**src/rtl/fetch_ctrl.sv**
```systemverilog
// fetch_ctrl: instruction-fetch sequencer for a 2-cycle BRAM with a PC-tagged output FIFO.
module fetch_ctrl #(
  parameter int PC_WIDTH = 16,
  parameter int INST_WIDTH = 32,
  parameter logic [PC_WIDTH-1:0] RESET_PC = '0,
  parameter int PC_STEP = 4,
  parameter int FIFO_DEPTH = 4
) (
  input  logic                  clk,
  input  logic                  rst_n,
  input  logic                  halt_i,
  input  logic                  redirect_i,
  input  logic [PC_WIDTH-1:0]   redirect_pc_i,
  output logic [PC_WIDTH-1:0]   bram_addr_o,
  output logic                  bram_en_o,
  input  logic [INST_WIDTH-1:0] bram_dout_i,
  output logic                  inst_valid_o,
  output logic [PC_WIDTH-1:0]   inst_pc_o,
  output logic [INST_WIDTH-1:0] inst_o,
  input  logic                  inst_ready_i,
  output logic                  busy_o
);
  localparam int AW = FIFO_DEPTH > 1 ? $clog2(FIFO_DEPTH) : 1;
  localparam int OW = $clog2(FIFO_DEPTH + 1);
  localparam int CW = $clog2(FIFO_DEPTH + 3);
  logic [PC_WIDTH-1:0] pc_q, pc_d, pc1_q, pc2_q;
  logic v1_q, v2_q;
  logic [AW-1:0] wr_q, wr_d, rd_q, rd_d;
  logic [OW-1:0] occ_q, occ_d;
  logic [CW-1:0] cnt;
  logic push, pop;
  logic [PC_WIDTH-1:0] fpc_q [FIFO_DEPTH];
  logic [INST_WIDTH-1:0] finst_q [FIFO_DEPTH];
  function automatic logic [AW-1:0] nxt(input logic [AW-1:0] p);
    return (p == AW'(FIFO_DEPTH - 1)) ? '0 : p + AW'(1);
  endfunction
  // Credits cover every word in flight or buffered, so the FIFO can never overflow.
  assign cnt = CW'(v1_q) + CW'(v2_q) + CW'(occ_q);
  assign bram_en_o = rst_n & ~redirect_i & ~halt_i & (cnt < CW'(FIFO_DEPTH));
  assign bram_addr_o = pc_q;
  assign inst_valid_o = occ_q != '0;
  assign inst_pc_o = inst_valid_o ? fpc_q[rd_q] : '0;
  assign inst_o = inst_valid_o ? finst_q[rd_q] : '0;
  assign busy_o = v1_q | v2_q | inst_valid_o;
  assign push = v2_q & ~redirect_i;
  assign pop = inst_valid_o & inst_ready_i & ~redirect_i;
  always_comb begin
    pc_d = redirect_i ? redirect_pc_i : bram_en_o ? pc_q + PC_WIDTH'(PC_STEP) : pc_q;
    wr_d = redirect_i ? '0 : push ? nxt(wr_q) : wr_q;
    rd_d = redirect_i ? '0 : pop ? nxt(rd_q) : rd_q;
    occ_d = redirect_i ? '0 : occ_q + OW'(push) - OW'(pop);
  end
  always_ff @(posedge clk or negedge rst_n) begin
    if (!rst_n) begin
      pc_q <= RESET_PC;
      pc1_q <= '0;
      pc2_q <= '0;
      v1_q <= 1'b0;
      v2_q <= 1'b0;
      wr_q <= '0;
      rd_q <= '0;
      occ_q <= '0;
    end else begin
      pc_q <= pc_d;
      pc1_q <= pc_q;
      pc2_q <= pc1_q;
      v1_q <= bram_en_o;
      v2_q <= v1_q & ~redirect_i;
      wr_q <= wr_d;
      rd_q <= rd_d;
      occ_q <= occ_d;
    end
  end
  always_ff @(posedge clk) begin
    if (push) begin
      fpc_q[wr_q] <= pc2_q;
      finst_q[wr_q] <= bram_dout_i;
    end
  end
endmodule
```
**config.mk**
```make
export PLATFORM = sky130hd
export DESIGN_NAME = fetch_ctrl
export DESIGN_NICKNAME = d
export VERILOG_FILES = /design/src/rtl/fetch_ctrl.sv
export SDC_FILE = /design/constraint.sdc
export NUM_CORES = 1
export LEC_CHECK = 0
export CORE_ASPECT_RATIO = 1.2
export CORE_MARGIN = 2
export CORE_UTILIZATION = 40
export CTS_BUF_LIST = sky130_fd_sc_hd__clkbuf_8
export DETAILED_ROUTE_END_ITERATION = 8
export PLACE_DENSITY = 0.64
export SKIP_LAST_GASP = 1
export SLEW_MARGIN = 20
export SYNTH_ARGS = -nofsm -noshare
export SYNTH_HDL_FRONTEND = slang
export SYNTH_SLANG_ARGS = --single-unit
```
**constraint.sdc**
```tcl
create_clock -name clk -period 2.35 [get_ports clk]
set_input_delay 0.47 -clock clk [delete_from_list [all_inputs] [get_ports clk]]
set_output_delay 0.47 -clock clk [all_outputs]
set_load 0.02 [all_outputs]
```
==> summary.txt, run 1 <==
Leak pwr = 4.394 nW
Worst EP arrival = 2150 ps
CP Max Fanout = 6
Final Setup Violations = 51
DRT Wirelength = 18.81 mm
Worst vdd ir = 431.4 µV
Most frequent cells in the layout = 192 x edfxtp_1, 67 x clkdlybuf4s50_1, 54 x dfrtp_1
Clock skew = 12.61 ps
Synth Warn # = 0
RSZ-0062 raised after global routing = yes
Synth unique cells = 40
Worst slew pin tran = 583.2 ps
Commonest non-fill, non-tap cell in the layout = edfxtp_1
Drt first pass iters = 4
Clock Path Buffers = 3
Max-cap violation count = 0
Core area = 0.02328 mm²
Drt drc = 0
Failing checks = setup timing
Cts bufs inserted = 38
Mapped Cells = 494
CP required = 1880 ps
Storage cell area = 0.007198 mm²
R2r setup slk = -10 ps
Port bufs = 119
Largest net degree at the start of global routing = 49
Die Area = 0.02504 mm²
Antenna viol nets, final = 0
Die Span Y = 172.9 µm
Root Driver = clkbuf_8
Cell area after synthesis = 0.009513 mm²
Syn avg cell area = 19.26 µm²
Standard-cell rows = 61
H-tree Lvls = 2
Fillers = 1856
First-pass GRT wire length = 29.69 mm
Post-synthesis sequential area ratio = 75.60%
Min Tclk post-route = 2618 ps
Vias in the first global route = 5608
Max_slew headroom = 61.08%
Clk_lat worst skew = 510 ps
Setup slack at placement = -231.8 ps
CTS tree = built
Layout cell share with drive strength beyond 1 = 35.09%
HP Class = register to register
CTS clk-pin slew, worst paths = 60 ps
Final worst-path cycle share = 111.4%
Setup ws final = -268.2 ps
Initial antenna violation count = 0
Synthesis-stage register bit count = 249
Ant diodes = 0
Gr ovfl total = 0
F_max = 0.3819 GHz
Synth-to-Final Area Change = 30.50%
Detailed-route vias per instance = 5.016
Setup crit start kind = register
Multi-input gate area in the final layout = 0.002321 mm²
Worst setup EP type = output port
Initial Util = 40.87%
Post-synth EDFFs = 192
Crit Path Class = register to output port
Die width = 144.8 µm
Nets = 739
IO Pins = 120
Iteration-0 DRC Markers = 231
Synthesized Nets = 557
Clk sink count = 249
Pwr/cell area = 916.2 mW/mm²
Primary FF master, synth = edfxtp_1
Vias = 5111
Final GP Congestion = 0.8437
Final HPWL DP = 10.95 mm
Routed wire length per instance = 18.46 µm
Global-route usage over all layers = 15.41%
Slew Limit Fails = 0
Asr flop ratio synth = 22.89%
Status = finished, violations left
Final Hold Viols = 0
Util after Layout = 53.33%
## final timing paths
| kind | depth (start not counted) | endpoint | startpoint |
|---|---|---|---|
| setup / recovery | 6 | inst_pc_o[9] | rd_q[0]$_DFFE_PN0P_ |
| min in group asynchronous | 3 | bram_addr_o[6]$_DFFE_PN0P_ | rst_n |
| max in group asynchronous | 3 | rd_q[0]$_DFFE_PN0P_ | rst_n |
| hold reg to reg | 0 | pc2_q[12]$_DFF_PN0_ | pc1_q[12]$_DFF_PN0_ |
| setup reg to reg | 11 | occ_q[2]$_DFF_PN0_ | occ_q[0]$_DFF_PN0_ |
| hold / removal | 0 | pc2_q[12]$_DFF_PN0_ | pc1_q[12]$_DFF_PN0_ |
## flip-flops by register name, summed over array words and instances, names as in the netlist
| signal | count |
|---|---|
| finst_q | 128 |
| fpc_q | 64 |
| bram_addr_o | 16 |
| pc1_q | 16 |
| pc2_q | 16 |
| occ_q | 3 |
| rd_q | 2 |
| wr_q | 2 |
| v1_q | 1 |
| v2_q | 1 |
## synthesized netlist by cell type, drive strengths merged (2+ instances only)
cell type | number | share of area, %
nand2 | 7 | 0.28
buf | 10 | 0.54
a31oi | 10 | 0.66
o31a | 4 | 0.37
and2 | 52 | 3.4
nand4 | 2 | 0.13
nor4 | 2 | 0.13
a21oi | 4 | 0.21
dfrtp | 57 | 15
mux4 | 48 | 11
or3 | 4 | 0.26
and3 | 2 | 0.13
nor2b | 4 | 0.26
ha | 9 | 1.2
edfxtp | 192 | 61
mux2 | 2 | 0.24
o21ai | 4 | 0.21
nand2b | 4 | 0.26
xnor2 | 3 | 0.28
clkbuf | 15 | 0.59
nand3 | 8 | 0.47
o31ai | 8 | 0.63
inv | 7 | 0.28
nor2 | 16 | 0.63
or4 | 8 | 0.63
## layout make-up
| class | instances | share of cell area (%) |
|---|---|---|
| clock buffers | 41 | 4.545 |
| clock inverters | 27 | 0.9172 |
| inverters | 7 | 0.2117 |
| multi-input cells | 213 | 18.70 |
| flip-flops and latches | 249 | 57.98 |
| well taps | 315 | 3.175 |
| repair buffers | 167 | 14.47 |
## metal layers
layer / vias to the layer above / track usage (%) / routed length (µm)
li1: 2313 / - / -
met5: - / 0 / 0
met1: 2621 / 18.97 / 7444
met3: 33 / 3.102 / 903
met4: 0 / 4.531 / 365
met2: 144 / 27.26 / 10100
## worst max-delay path: stages, from the launching register on
cell and delay, ps:
dfrtp_4 540, buf_12 170, buf_12 130, buf_6 110
mux4_2 410, and2_4 160, buf_6 120
## stage by stage
step	instance area, µm²	instances	hold slack (ps)	total power (W)	setup TNS (ps)
global route	12410	1019	349.8	0.01192	-12390
global placement	11340	932	332.5	0.007651	-3941
detailed placement	11340	932	334.7	0.007679	-5478
floorplan	9519	494	174.4	0.006525	-41.41
CTS	12400	1016	346.5	0.01148	-13110
finish	12410	1019	339.8	0.01137	-8298
## cells by family (layout without fill, tap and decap cells)
kind of cell	Yosys count	in the layout	share of synthesized area, %
AO/OA/AOI/OAI	35	35	2.591
XOR/XNOR	4	4	0.3683
adder cells (fa/ha/maj)	10	10	1.394
buffers and inverters	32	242	1.407
flip-flops	249	249	75.60
multiplexers	51	51	11.71
AND/OR/NAND/NOR	113	113	6.931
## where the power goes
group | switching, W | internal, W | total [W]
clock network | 0.00153 | 0.00161 | 0.00314
logic | 0.00145 | 0.00176 | 0.00320
registers | 0.000126 | 0.00490 | 0.00503
total | 0.00311 | 0.00827 | 0.0114
## timing repair
item                       4_1_cts  5_1_grt
gates cloned                     4        1
hold buffers                     1        0
gates resized for setup        254       61
hold endpoints to repair        19        0
setup buffers                   11        5
pin swaps                       25       12
setup endpoints to repair       52       52
No activity file was read; power rests on OpenSTA's default activity.
==> inputs of run 2 (changes only) <==
--- a/config.mk
+++ b/config.mk
@@ -5,7 +5,7 @@
 export SDC_FILE = /design/constraint.sdc
 export NUM_CORES = 1
 export LEC_CHECK = 0
-export CORE_ASPECT_RATIO = 1.2
+export CORE_ASPECT_RATIO = 1.5
 export CORE_MARGIN = 2
 export CORE_UTILIZATION = 40
 export CTS_BUF_LIST = sky130_fd_sc_hd__clkbuf_8
==> run 2 against run 1 <==
The run still ends with setup timing left. First-iteration DRC count rose by 13%. Register-to-register slack improved by 50 ps. Clock skew rose by 0.56 ps. Global-route usage rose by 0.083 points. Hold slack improved by 1.3 ps. Largest power group unchanged. Highest routed layer is now met5.
==> summary.txt, run 2 (synthesis gave the netlist of run 1 again) <==
Status = finished, violations left
Failing checks = setup timing
Clk_lat worst skew = 520 ps
Area post-placement = 0.01136 mm²
Pwr/cell area = 939.7 mW/mm²
Crit Path Class = register to output port
Cts bufs inserted = 38
Core area = 0.02357 mm²
Routed wire length per instance = 18.45 µm
Leak pwr = 4.489 nW
Worst vdd ir = 431.4 µV
Final worst-path cycle share = 109.1%
Min Tclk post-route = 2563 ps
CTS clk-pin slew, worst paths = 70 ps
Antenna viol nets, final = 0
Layout cell share with drive strength beyond 1 = 36.93%
Worst setup EP type = output port
Post-Place Cells = 942
Worst slew pin tran = 609.9 ps
Drt drc = 0
Top flop regs = finst_q: 128 flops, fpc_q: 64 flops
Vias in the first global route = 5622
Fillers = 1878
CTS tree = built
Largest net degree at the start of global routing = 35
Storage cell area = 0.007197 mm²
Root Driver = clkbuf_8
Synth-to-Final Area Change = 32.03%
Standard-cell rows = 69
RSZ-0062 raised after global routing = yes
Worst EP arrival = 2090 ps
Nets = 740
Max-cap violation count = 0
Clock Path Buffers = 3
CP Max Fanout = 6
Gr ovfl total = 0
Slew Limit Fails = 0
Multi-input gate area in the final layout = 0.002364 mm²
Port bufs = 119
Most frequent cells in the layout = 192 x edfxtp_1, 67 x clkdlybuf4s50_1, 58 x buf_6
Clock skew = 13.17 ps
Vias = 5137
Ant diodes = 0
Drt first pass iters = 4
Die Span Y = 192.9 µm
Final Setup Violations = 49
F_max = 0.3902 GHz
Setup crit start kind = register
IO Pins = 120
Max FFs per register = 128
Setup ws final = -212.9 ps
CP required = 1880 ps
Iteration-0 DRC Markers = 261
Detailed-route vias per instance = 5.022
Die Area = 0.02506 mm²
Initial antenna violation count = 1
Die width = 129.9 µm
H-tree Lvls = 2
Clk sink count = 249
Max_slew headroom = 59.29%
Final GP Congestion = 0.7363
HP Class = register to register
Commonest non-fill, non-tap cell in the layout = edfxtp_1
Initial Util = 40.36%
Final Hold Viols = 0
DRT Wirelength = 18.88 mm
Finished Cell Area = 0.01256 mm²
First-pass GRT wire length = 29.26 mm
Final HPWL DP = 11.56 mm
Finished Layout Cells = 1023
Largest Register = finst_q
Global-route usage over all layers = 15.49%
[run 2: cell types whose count changed in the layout (fill, tap and decap cells not counted), sizes merged]
cell	before	now
buf	84	100
bufinv	0	3
clkbuf	56	41
clkinv	17	5
inv	16	24
[run 2: routing by layer]
layer	wire [µm]	GRT usage, %
met1	7065	17.02
met4	423	5.624
met2	10330	28.33
met3	1045	4.242
met5	12	0
[run 2: final timing paths]
kind                       cells after the start                    endpoint  slack, ps                 from
hold / removal                                 0         pc2_q[12]$_DFF_PN0_        340  pc1_q[12]$_DFF_PN0_
hold reg to reg                                0         pc2_q[12]$_DFF_PN0_        340  pc1_q[12]$_DFF_PN0_
max in group asynchronous                      3         pc1_q[12]$_DFF_PN0_       1470                rst_n
setup reg to reg                              11          occ_q[2]$_DFF_PN0_         40   occ_q[1]$_DFF_PN0_
min in group asynchronous                      3  bram_addr_o[3]$_DFFE_PN0P_        550                rst_n
setup / recovery                               5                  inst_o[27]       -210  rd_q[0]$_DFFE_PN0P_
[run 2: through the flow]
| step | total power (W) | setup WS (ps) | hold slack (ps) | util, % | setup TNS, ps |
|---|---|---|---|---|---|
| global placement | 0.007695 | -170.0 | 332.8 | 48.19 | -6323 |
| CTS | 0.01187 | -293.5 | 343.4 | 52.98 | -10590 |
| finish | 0.01180 | -212.9 | 341.1 | 53.29 | -7423 |
| global route | 0.01234 | -296.4 | 345.9 | 53.29 | -12170 |
| floorplan | 0.006525 | -41.41 | 174.4 | - | -41.41 |
| detailed placement | 0.007724 | -215.9 | 334.7 | 48.19 | -6768 |
[run 2: report_power, final]
group / leakage, nW / internal, W / switching [W]
clock network: 0.440 / 0.00193 / 0.00155
registers: 2.39 / 0.00490 / 0.000118
logic: 1.66 / 0.00185 / 0.00145
[run 2: layout make-up]
cell class | instances | share of cell area (%)
repair buffers | 168 | 14.54
flip-flops and latches | 249 | 57.30
inverters | 7 | 0.2092
multi-input cells | 213 | 18.82
clock buffers | 41 | 4.493
clock inverters | 26 | 1.454
well taps | 319 | 3.178
[run 2: worst max-delay path, stage by stage, from the launching register on]
cell	delay, ps
dfrtp_4	480
buf_6	140
buf_8	130
mux4_2	520
and2_4	180
buf_6	120
[run 2: timing repair]
action,CTS,global route
setup endpoints to repair,52,52
buffers inserted,10,4
hold endpoints to repair,6,0
gates cloned,2,0
hold buffers,1,0
gates resized for setup,364,28
pin swaps,20,3
